$ cat config.mk
export PLATFORM = sky130hd
export DESIGN_NAME = emulib_axi_arbiter_2to1
export DESIGN_NICKNAME = d
export VERILOG_FILES = /design/src/rtl/emulib_axi_arbiter_2to1.sv
export SDC_FILE = /design/constraint.sdc
export NUM_CORES = 1
export LEC_CHECK = 0
export CORE_AREA = 2 2 317 319
export CTS_CLUSTER_DIAMETER = 40
export DETAILED_ROUTE_END_ITERATION = 8
export DIE_AREA = 0 0 319 321
export GPL_TIMING_DRIVEN = 0
export PLACE_DENSITY_LB_ADDON = 0.2
export SYNTH_ARGS = -nofsm -noshare
export SYNTH_HDL_FRONTEND = slang
export SYNTH_SLANG_ARGS = --single-unit
export TNS_END_PERCENT = 1
$ cat constraint.sdc
create_clock -name clk -period 2.4 [get_ports clk]
set_input_delay 0.72 -clock clk [delete_from_list [all_inputs] [get_ports clk]]
set_output_delay 0.72 -clock clk [all_outputs]
set_load 0.05 [all_outputs]
$ cat src/rtl/emulib_axi_arbiter_2to1.sv
// Two-to-one AXI4 arbiter: independent round-robin read and write grants,
// one outstanding transaction per direction, payloads muxed combinationally.
module emulib_axi_arbiter_2to1 #(
  parameter int ADDR_WIDTH = 32,
  parameter int DATA_WIDTH = 64,
  parameter int ID_WIDTH   = 4
) (
  input  logic                      clk,
  input  logic                      resetn,
  // slave port 0
  input  logic [ID_WIDTH-1:0]       s0_awid,
  input  logic [ADDR_WIDTH-1:0]     s0_awaddr,
  input  logic [7:0]                s0_awlen,
  input  logic [2:0]                s0_awsize,
  input  logic [1:0]                s0_awburst,
  input  logic                      s0_awlock,
  input  logic [3:0]                s0_awcache,
  input  logic [2:0]                s0_awprot,
  input  logic                      s0_awvalid,
  output logic                      s0_awready,
  input  logic [DATA_WIDTH-1:0]     s0_wdata,
  input  logic [DATA_WIDTH/8-1:0]   s0_wstrb,
  input  logic                      s0_wlast,
  input  logic                      s0_wvalid,
  output logic                      s0_wready,
  output logic [ID_WIDTH-1:0]       s0_bid,
  output logic [1:0]                s0_bresp,
  output logic                      s0_bvalid,
  input  logic                      s0_bready,
  input  logic [ID_WIDTH-1:0]       s0_arid,
  input  logic [ADDR_WIDTH-1:0]     s0_araddr,
  input  logic [7:0]                s0_arlen,
  input  logic [2:0]                s0_arsize,
  input  logic [1:0]                s0_arburst,
  input  logic                      s0_arlock,
  input  logic [3:0]                s0_arcache,
  input  logic [2:0]                s0_arprot,
  input  logic                      s0_arvalid,
  output logic                      s0_arready,
  output logic [ID_WIDTH-1:0]       s0_rid,
  output logic [DATA_WIDTH-1:0]     s0_rdata,
  output logic [1:0]                s0_rresp,
  output logic                      s0_rlast,
  output logic                      s0_rvalid,
  input  logic                      s0_rready,
  // slave port 1
  input  logic [ID_WIDTH-1:0]       s1_awid,
  input  logic [ADDR_WIDTH-1:0]     s1_awaddr,
  input  logic [7:0]                s1_awlen,
  input  logic [2:0]                s1_awsize,
  input  logic [1:0]                s1_awburst,
  input  logic                      s1_awlock,
  input  logic [3:0]                s1_awcache,
  input  logic [2:0]                s1_awprot,
  input  logic                      s1_awvalid,
  output logic                      s1_awready,
  input  logic [DATA_WIDTH-1:0]     s1_wdata,
  input  logic [DATA_WIDTH/8-1:0]   s1_wstrb,
  input  logic                      s1_wlast,
  input  logic                      s1_wvalid,
  output logic                      s1_wready,
  output logic [ID_WIDTH-1:0]       s1_bid,
  output logic [1:0]                s1_bresp,
  output logic                      s1_bvalid,
  input  logic                      s1_bready,
  input  logic [ID_WIDTH-1:0]       s1_arid,
  input  logic [ADDR_WIDTH-1:0]     s1_araddr,
  input  logic [7:0]                s1_arlen,
  input  logic [2:0]                s1_arsize,
  input  logic [1:0]                s1_arburst,
  input  logic                      s1_arlock,
  input  logic [3:0]                s1_arcache,
  input  logic [2:0]                s1_arprot,
  input  logic                      s1_arvalid,
  output logic                      s1_arready,
  output logic [ID_WIDTH-1:0]       s1_rid,
  output logic [DATA_WIDTH-1:0]     s1_rdata,
  output logic [1:0]                s1_rresp,
  output logic                      s1_rlast,
  output logic                      s1_rvalid,
  input  logic                      s1_rready,
  // shared master port
  output logic [ID_WIDTH-1:0]       m_awid,
  output logic [ADDR_WIDTH-1:0]     m_awaddr,
  output logic [7:0]                m_awlen,
  output logic [2:0]                m_awsize,
  output logic [1:0]                m_awburst,
  output logic                      m_awlock,
  output logic [3:0]                m_awcache,
  output logic [2:0]                m_awprot,
  output logic                      m_awvalid,
  input  logic                      m_awready,
  output logic [DATA_WIDTH-1:0]     m_wdata,
  output logic [DATA_WIDTH/8-1:0]   m_wstrb,
  output logic                      m_wlast,
  output logic                      m_wvalid,
  input  logic                      m_wready,
  input  logic [ID_WIDTH-1:0]       m_bid,
  input  logic [1:0]                m_bresp,
  input  logic                      m_bvalid,
  output logic                      m_bready,
  output logic [ID_WIDTH-1:0]       m_arid,
  output logic [ADDR_WIDTH-1:0]     m_araddr,
  output logic [7:0]                m_arlen,
  output logic [2:0]                m_arsize,
  output logic [1:0]                m_arburst,
  output logic                      m_arlock,
  output logic [3:0]                m_arcache,
  output logic [2:0]                m_arprot,
  output logic                      m_arvalid,
  input  logic                      m_arready,
  input  logic [ID_WIDTH-1:0]       m_rid,
  input  logic [DATA_WIDTH-1:0]     m_rdata,
  input  logic [1:0]                m_rresp,
  input  logic                      m_rlast,
  input  logic                      m_rvalid,
  output logic                      m_rready
);

  typedef enum logic [1:0] {
    W_IDLE, W_ADDR, W_DATA, W_RESP
  } wstate_t;

  typedef enum logic [1:0] {
    R_IDLE, R_ADDR, R_DATA
  } rstate_t;

  wstate_t w_state, w_next;
  rstate_t r_state, r_next;
  logic    w_own, w_own_nx;
  logic    wr_ptr, wr_ptr_nx;
  logic    r_own, r_own_nx;
  logic    rd_ptr, rd_ptr_nx;

  logic w_adr, w_dat, w_rsp;
  logic r_adr, r_dat;

  assign w_adr = (w_state == W_ADDR);
  assign w_dat = (w_state == W_DATA);
  assign w_rsp = (w_state == W_RESP);
  assign r_adr = (r_state == R_ADDR);
  assign r_dat = (r_state == R_DATA);

  // owner and pointer: 0 selects s0, 1 selects s1
  always_ff @(posedge clk or negedge resetn) begin
    if (!resetn) begin
      w_state <= W_IDLE;
      w_own   <= 1'b0;
      wr_ptr  <= 1'b0;
      r_state <= R_IDLE;
      r_own   <= 1'b0;
      rd_ptr  <= 1'b0;
    end else begin
      w_state <= w_next;
      w_own   <= w_own_nx;
      wr_ptr  <= wr_ptr_nx;
      r_state <= r_next;
      r_own   <= r_own_nx;
      rd_ptr  <= rd_ptr_nx;
    end
  end

  always_comb begin
    w_next    = w_state;
    w_own_nx  = w_own;
    wr_ptr_nx = wr_ptr;
    unique case (w_state)
      W_IDLE: begin
        if (s0_awvalid || s1_awvalid) begin
          w_own_nx = (s0_awvalid && s1_awvalid)
                   ? wr_ptr : s1_awvalid;
          w_next   = W_ADDR;
        end
      end
      W_ADDR: begin
        if (m_awvalid && m_awready)
          w_next = W_DATA;
      end
      W_DATA: begin
        if (m_wvalid && m_wready && m_wlast)
          w_next = W_RESP;
      end
      W_RESP: begin
        if (m_bvalid && m_bready) begin
          w_next    = W_IDLE;
          wr_ptr_nx = ~w_own;
        end
      end
      default: w_next = W_IDLE;
    endcase
  end

  always_comb begin
    r_next    = r_state;
    r_own_nx  = r_own;
    rd_ptr_nx = rd_ptr;
    unique case (r_state)
      R_IDLE: begin
        if (s0_arvalid || s1_arvalid) begin
          r_own_nx = (s0_arvalid && s1_arvalid)
                   ? rd_ptr : s1_arvalid;
          r_next   = R_ADDR;
        end
      end
      R_ADDR: begin
        if (m_arvalid && m_arready)
          r_next = R_DATA;
      end
      R_DATA: begin
        if (m_rvalid && m_rready && m_rlast) begin
          r_next    = R_IDLE;
          rd_ptr_nx = ~r_own;
        end
      end
      default: r_next = R_IDLE;
    endcase
  end

  // handshake routing; non-owner and idle sides stay at 0
  always_comb begin
    m_awvalid  = w_adr & (w_own ? s1_awvalid : s0_awvalid);
    s0_awready = w_adr & ~w_own & m_awready;
    s1_awready = w_adr &  w_own & m_awready;

    m_wvalid   = w_dat & (w_own ? s1_wvalid : s0_wvalid);
    s0_wready  = w_dat & ~w_own & m_wready;
    s1_wready  = w_dat &  w_own & m_wready;

    m_bready   = w_rsp & (w_own ? s1_bready : s0_bready);
    s0_bvalid  = w_rsp & ~w_own & m_bvalid;
    s1_bvalid  = w_rsp &  w_own & m_bvalid;

    m_arvalid  = r_adr & (r_own ? s1_arvalid : s0_arvalid);
    s0_arready = r_adr & ~r_own & m_arready;
    s1_arready = r_adr &  r_own & m_arready;

    m_rready   = r_dat & (r_own ? s1_rready : s0_rready);
    s0_rvalid  = r_dat & ~r_own & m_rvalid;
    s1_rvalid  = r_dat &  r_own & m_rvalid;
  end

  assign m_awid    = w_own ? s1_awid    : s0_awid;
  assign m_awaddr  = w_own ? s1_awaddr  : s0_awaddr;
  assign m_awlen   = w_own ? s1_awlen   : s0_awlen;
  assign m_awsize  = w_own ? s1_awsize  : s0_awsize;
  assign m_awburst = w_own ? s1_awburst : s0_awburst;
  assign m_awlock  = w_own ? s1_awlock  : s0_awlock;
  assign m_awcache = w_own ? s1_awcache : s0_awcache;
  assign m_awprot  = w_own ? s1_awprot  : s0_awprot;

  assign m_wdata   = w_own ? s1_wdata   : s0_wdata;
  assign m_wstrb   = w_own ? s1_wstrb   : s0_wstrb;
  assign m_wlast   = w_own ? s1_wlast   : s0_wlast;

  assign s0_bid    = m_bid;
  assign s0_bresp  = m_bresp;
  assign s1_bid    = m_bid;
  assign s1_bresp  = m_bresp;

  assign m_arid    = r_own ? s1_arid    : s0_arid;
  assign m_araddr  = r_own ? s1_araddr  : s0_araddr;
  assign m_arlen   = r_own ? s1_arlen   : s0_arlen;
  assign m_arsize  = r_own ? s1_arsize  : s0_arsize;
  assign m_arburst = r_own ? s1_arburst : s0_arburst;
  assign m_arlock  = r_own ? s1_arlock  : s0_arlock;
  assign m_arcache = r_own ? s1_arcache : s0_arcache;
  assign m_arprot  = r_own ? s1_arprot  : s0_arprot;

  assign s0_rid    = m_rid;
  assign s0_rdata  = m_rdata;
  assign s0_rresp  = m_rresp;
  assign s0_rlast  = m_rlast;
  assign s1_rid    = m_rid;
  assign s1_rdata  = m_rdata;
  assign s1_rresp  = m_rresp;
  assign s1_rlast  = m_rlast;

endmodule

======== After elaboration in Yosys (flattened, before gate mapping) ========
Index checks and enable logic that the tools add are counted.
storage, ports and cells
  register bits ........................... 8
  bits of input ports ..................... 468
  word-level logic and storage cells ...... 99
operators by class
  equality and inequality tests ........... 12
  muxes and demuxes ....................... 35
  bitwise gates (word level) .............. 27
  reduce and logical (&&, ||, !) cells .... 19
operator list
  cell                                                                     count
  32-bit 2-to-1 mux                                                        2
  64-bit 2-to-1 mux                                                        1
  1-bit AND                                                                25
  8-bit 2-to-1 mux                                                         3
  2-bit 2-to-1 mux                                                         9
  4-bit 2-to-1 mux                                                         4
  3-bit 2-to-1 mux                                                         4
  1-bit 2-to-1 mux                                                         10
  2-bit by 1-bit inequality test with 1-bit output, second input constant  5
  1-bit logical AND                                                        9
  2-bit one-hot mux with 4 select lines                                    1
  2-bit AND reduction                                                      4
  2-bit == test, second input constant                                     3
  2-bit one-hot mux with 3 select lines                                    1
  2-bit by 1-bit == test with 1-bit output, second input constant          2
  2-bit zero test                                                          2
  2-bit inequality test, second input constant                             2
  4-bit AND reduction                                                      1
  3-bit AND reduction                                                      1
  1-bit logical OR                                                         2
  1-bit inverter                                                           2

======== Depth between registers and ports, before layout ========
  depth in word-level cells ............... 6
  mapped depth ............................ 5
  mapped depth without buffers ............ 5

======== Worst setup path after synthesis ========
Ideal clock, no wire load.
  path kind ............................... input -> output
  start point ............................. in m_rvalid
  end point ............................... out s0_rvalid
  arrival ................................. 1866 ps
  path slack .............................. -186 ps
  stages .................................. 1
  buffers on the path ..................... 0
  cells stage by stage .................... nor3b_1
on the way
  word-level cells in the longest chain between the ends .. 1
ends and longest elaborated chain
  what             RTL line  source
  start, declared  116       input logic m_rvalid,
  1-bit AND        238       s0_rvalid = r_dat & ~r_own & m_rvalid;
  end, declared    44        output logic s0_rvalid,
No other way between the ends.

======== Final worst setup path ========
  start point ............................. in s1_araddr[25]
  end point ............................... out m_araddr[25]
on the way
  word-level cells in the longest chain between the ends .. 1
ends and longest elaborated chain
  what               RTL line  source
  start, declared    67        input logic [ADDR_WIDTH-1:0] s1_araddr,
  32-bit 2-to-1 mux  261       assign m_araddr = r_own ? s1_araddr : s0_araddr;
  end, declared      103       output logic [ADDR_WIDTH-1:0] m_araddr,
No other way between the ends.

==> results <==
## what timing repair did
action | 4_1_cts | 5_1_grt
setup buffers | 1 | 0
endpoints found under the setup margin | 206 | 199
gates resized for setup | 746 | 123
pin swaps | 2 | 0
## per-layer routing
metal	up-vias	routed length (µm)	GRT usage (%)
met1	2715	12000	6.32
met3	16	3210	2.25
met4	0	449	0.933
met5	-	0	0
met2	441	18500	11.8
li1	2861	-	-
## flip-flops by register name, summed over array words and instances (netlist names)
| register | flops |
|---|---|
| w_state | 2 |
| w_own | 1 |
| r_state | 2 |
| wr_ptr | 1 |
| rd_ptr | 1 |
| r_own | 1 |
## metrics by stage
step	hold slack [ns]	area, µm²	util, %	TNS, ns	setup slack (ns)
2_1_floorplan	0.424	4020	-	0	0.126
3_3_place_gp	0.515	13100	13.2	-145.54	-1.25
3_5_place_dp	0.532	13100	13.2	-145.02	-1.24
4_1_cts	0.543	13300	13.4	-25.12	-0.243
5_1_grt	0.567	13200	13.3	-18.88	-0.241
6_report	0.540	13200	13.3	-11.83	-0.210
## tightest hold or removal path, delay by kind of cell (launching register included)
kind | cells | cell delay (ns)
buf+inv | 1 | 0.06
flops | 1 | 0.38
mux | 1 | 0.05
## power by group
group	switching, µW	internal [µW]	leakage (µW)
sequential	83.1	202	0.0000932
combinational	6400	4020	0.00508
clock	98.6	218	0.0000370
## layout make-up
type | instances | area, µm²
antenna | 2 | 5.00
buffer | 176 | 1450
clock buffer | 3 | 75.1
fill | 11420 | 86100
inverter | 9 | 33.8
multi-input combinational | 244 | 2570
sequential | 8 | 201
tap | 1298 | 1620
timing repair buffer | 748 | 7260
## cells by family after synthesis
kind of cell | after synthesis | synth area share (%)
AO/OA/AOI/OAI | 13 | 2.12
adder cells (fa/ha/maj) | 5 | 1.56
buffers and inverters | 185 | 32.9
flip-flops | 8 | 4.99
multiplexers | 195 | 54.6
AND/OR/NAND/NOR | 31 | 3.80
## worst max-delay path by stage
stage                       start           end
detailed placement       m_wready     s1_wready
floorplan                   w_own    s0_awready
global route                w_own    m_awlen[6]
finish              s1_araddr[25]  m_araddr[25]
CTS                         r_own  m_arburst[0]
global placement         m_wready    w_state[1]
## layout by cell type (no fill, tap or decap), types with 2 or more instances in the layout
master | Yosys | final
clkdlybuf4s50_1 | 0 | 530
buf_4 | 160 | 188
mux2_2 | 187 | 182
dlygate4sd2_1 | 0 | 55
buf_6 | 1 | 53
clkdlybuf4s15_2 | 0 | 44
clkbuf_2 | 0 | 28
buf_2 | 15 | 14
nor2_1 | 11 | 10
inv_1 | 9 | 8
buf_12 | 0 | 8
dfrtp_1 | 8 | 7
mux2_4 | 1 | 6
mux2i_1 | 7 | 5
nand2_1 | 6 | 5
nor2b_1 | 5 | 4
ha_1 | 5 | 4
dlymetal6s2s_1 | 0 | 4
a31oi_1 | 3 | 3
a21oi_1 | 3 | 3
clkbuf_16 | 0 | 3
diode_2 | 0 | 2
mux2i_4 | 0 | 2
and3_1 | 2 | 2
nand3_1 | 2 | 2
o21ai_0 | 2 | 2
==> results_dict.tcl <==
set metrics [dict create \
    synth_top_cells_by_area "mux2_2, buf_4, dfrtp_1" \
    first_iter_violations 93 \
    period_minus_slack_ns 2.61 \
    grt_pass1_vias 6522 \
    relSlewSlack_pct 55.9 \
    die_y_um 321 \
    yosysWarningCount 0 \
    placed_cells 2482 \
    dr.pass1.iters 4 \
    ys_seq_area_share_pct 4.99 \
    path_depth 3 \
    whs_endpoint "rd_ptr" \
    critPathMaxStageDelay_ns 0.52 \
    cts_made_buffers 3 \
    start_util_pct 4.04 \
    hold_buffers 0 \
    crit_arrival_ns 1.89 \
    stdcell_count 2488 \
    worst-r2r-setup-slack_ns 0.32 \
    yosys.area.top_type "mux2_2" \
    ys_ff_latch 8 \
    crit_slowest_cell "dlygate4sd2_1" \
    synth_area_per_cell_um2 9.18 \
    hpwl_mm 32.0 \
    vdd_drop_max_mv 0.415 \
    hold_depth 2 \
    synth_cells 437 \
    p_per_area_mw_per_mm2 834 \
    placement_rows 116 \
    setup.worst_path.end_class "primary output" \
    setup_ws_ns -0.210 \
    path_clk_slew_ns 0.05 \
    dieArea_mm2 0.102 \
    slew_violations 0 \
    synth_edf_count 0 \
    place_congestion 0.758 \
    cp.required_ns 1.68 \
    grt_util_all_layers_pct 6.11 \
    io_buffers 747 \
    path_class "in2out" \
    cts-htree-levels 1 \
    rsz0062_at_grt "true" \
    final_nets 1663 \
    crit_family "buffers and inverters" \
    drive_above_1_share_pct 45.2 \
    cts_sinks 8 \
    fmax_mhz 383 \
    synthTopCellsByCount "mux2_2, buf_4, buf_2" \
    fin_skew_ns 0.000214 \
    vias_per_cell 2.42 \
    syn_area_mm2 0.00401 \
    antenna_found_initial 6 \
    drv_cap 0 \
    yosysMostFrequentCell "mux2_2" \
    hp-class "reg2reg" \
    path_cells "clkdlybuf4s50_1 > mux2_2 > dlygate4sd2_1" \
    drt_wl_total_mm 34.2 \
    rr_startpoint "w_own" \
    failed_checks "negative setup slack" \
    final_antenna_net_count 0 \
    syn_to_final_growth_pct 230 \
    fin_crit_sh_pct 109 \
    cp_max_fo 1 \
    syn-num-nets 910 \
    tightest_slew_ns 0.659 \
    p_leak_uw 0.00521 \
    hold_start "rd_ptr" \
    routedWlPerCell_um 13.7 \
    grt_pass1_wl_mm 45.8 \
    rr_worst_depth 5 \
    setup_viol 105 \
    async_flop_share_pct 100 \
    synth_cell_types 27 \
    io_pins 824 \
    start_kind "input pin" \
    cts_root_buffer "clkbuf_16" \
    finalHoldViolations 0 \
    vias 6033 \
    drc 0 \
    die_x_um 319 \
    clock_latency_ns 0.25 \
    critPathBufInv 2 \
    ys.flop_type "dfrtp_1" \
    p_total_uw 11000 \
    synth_top_area_share_pct 52.5 \
    core_area_mm2 0.0993 \
    grt.overflow.total 0 \
    status "complete, but fails checks" \
    cts_tree "built" \
    regToRegEndpoint "w_state[1]" \
    grt_max_degree 11 \
    max-clock-path-buffers 2 \
]
Note: power is estimated with default switching activity, not from simulation.
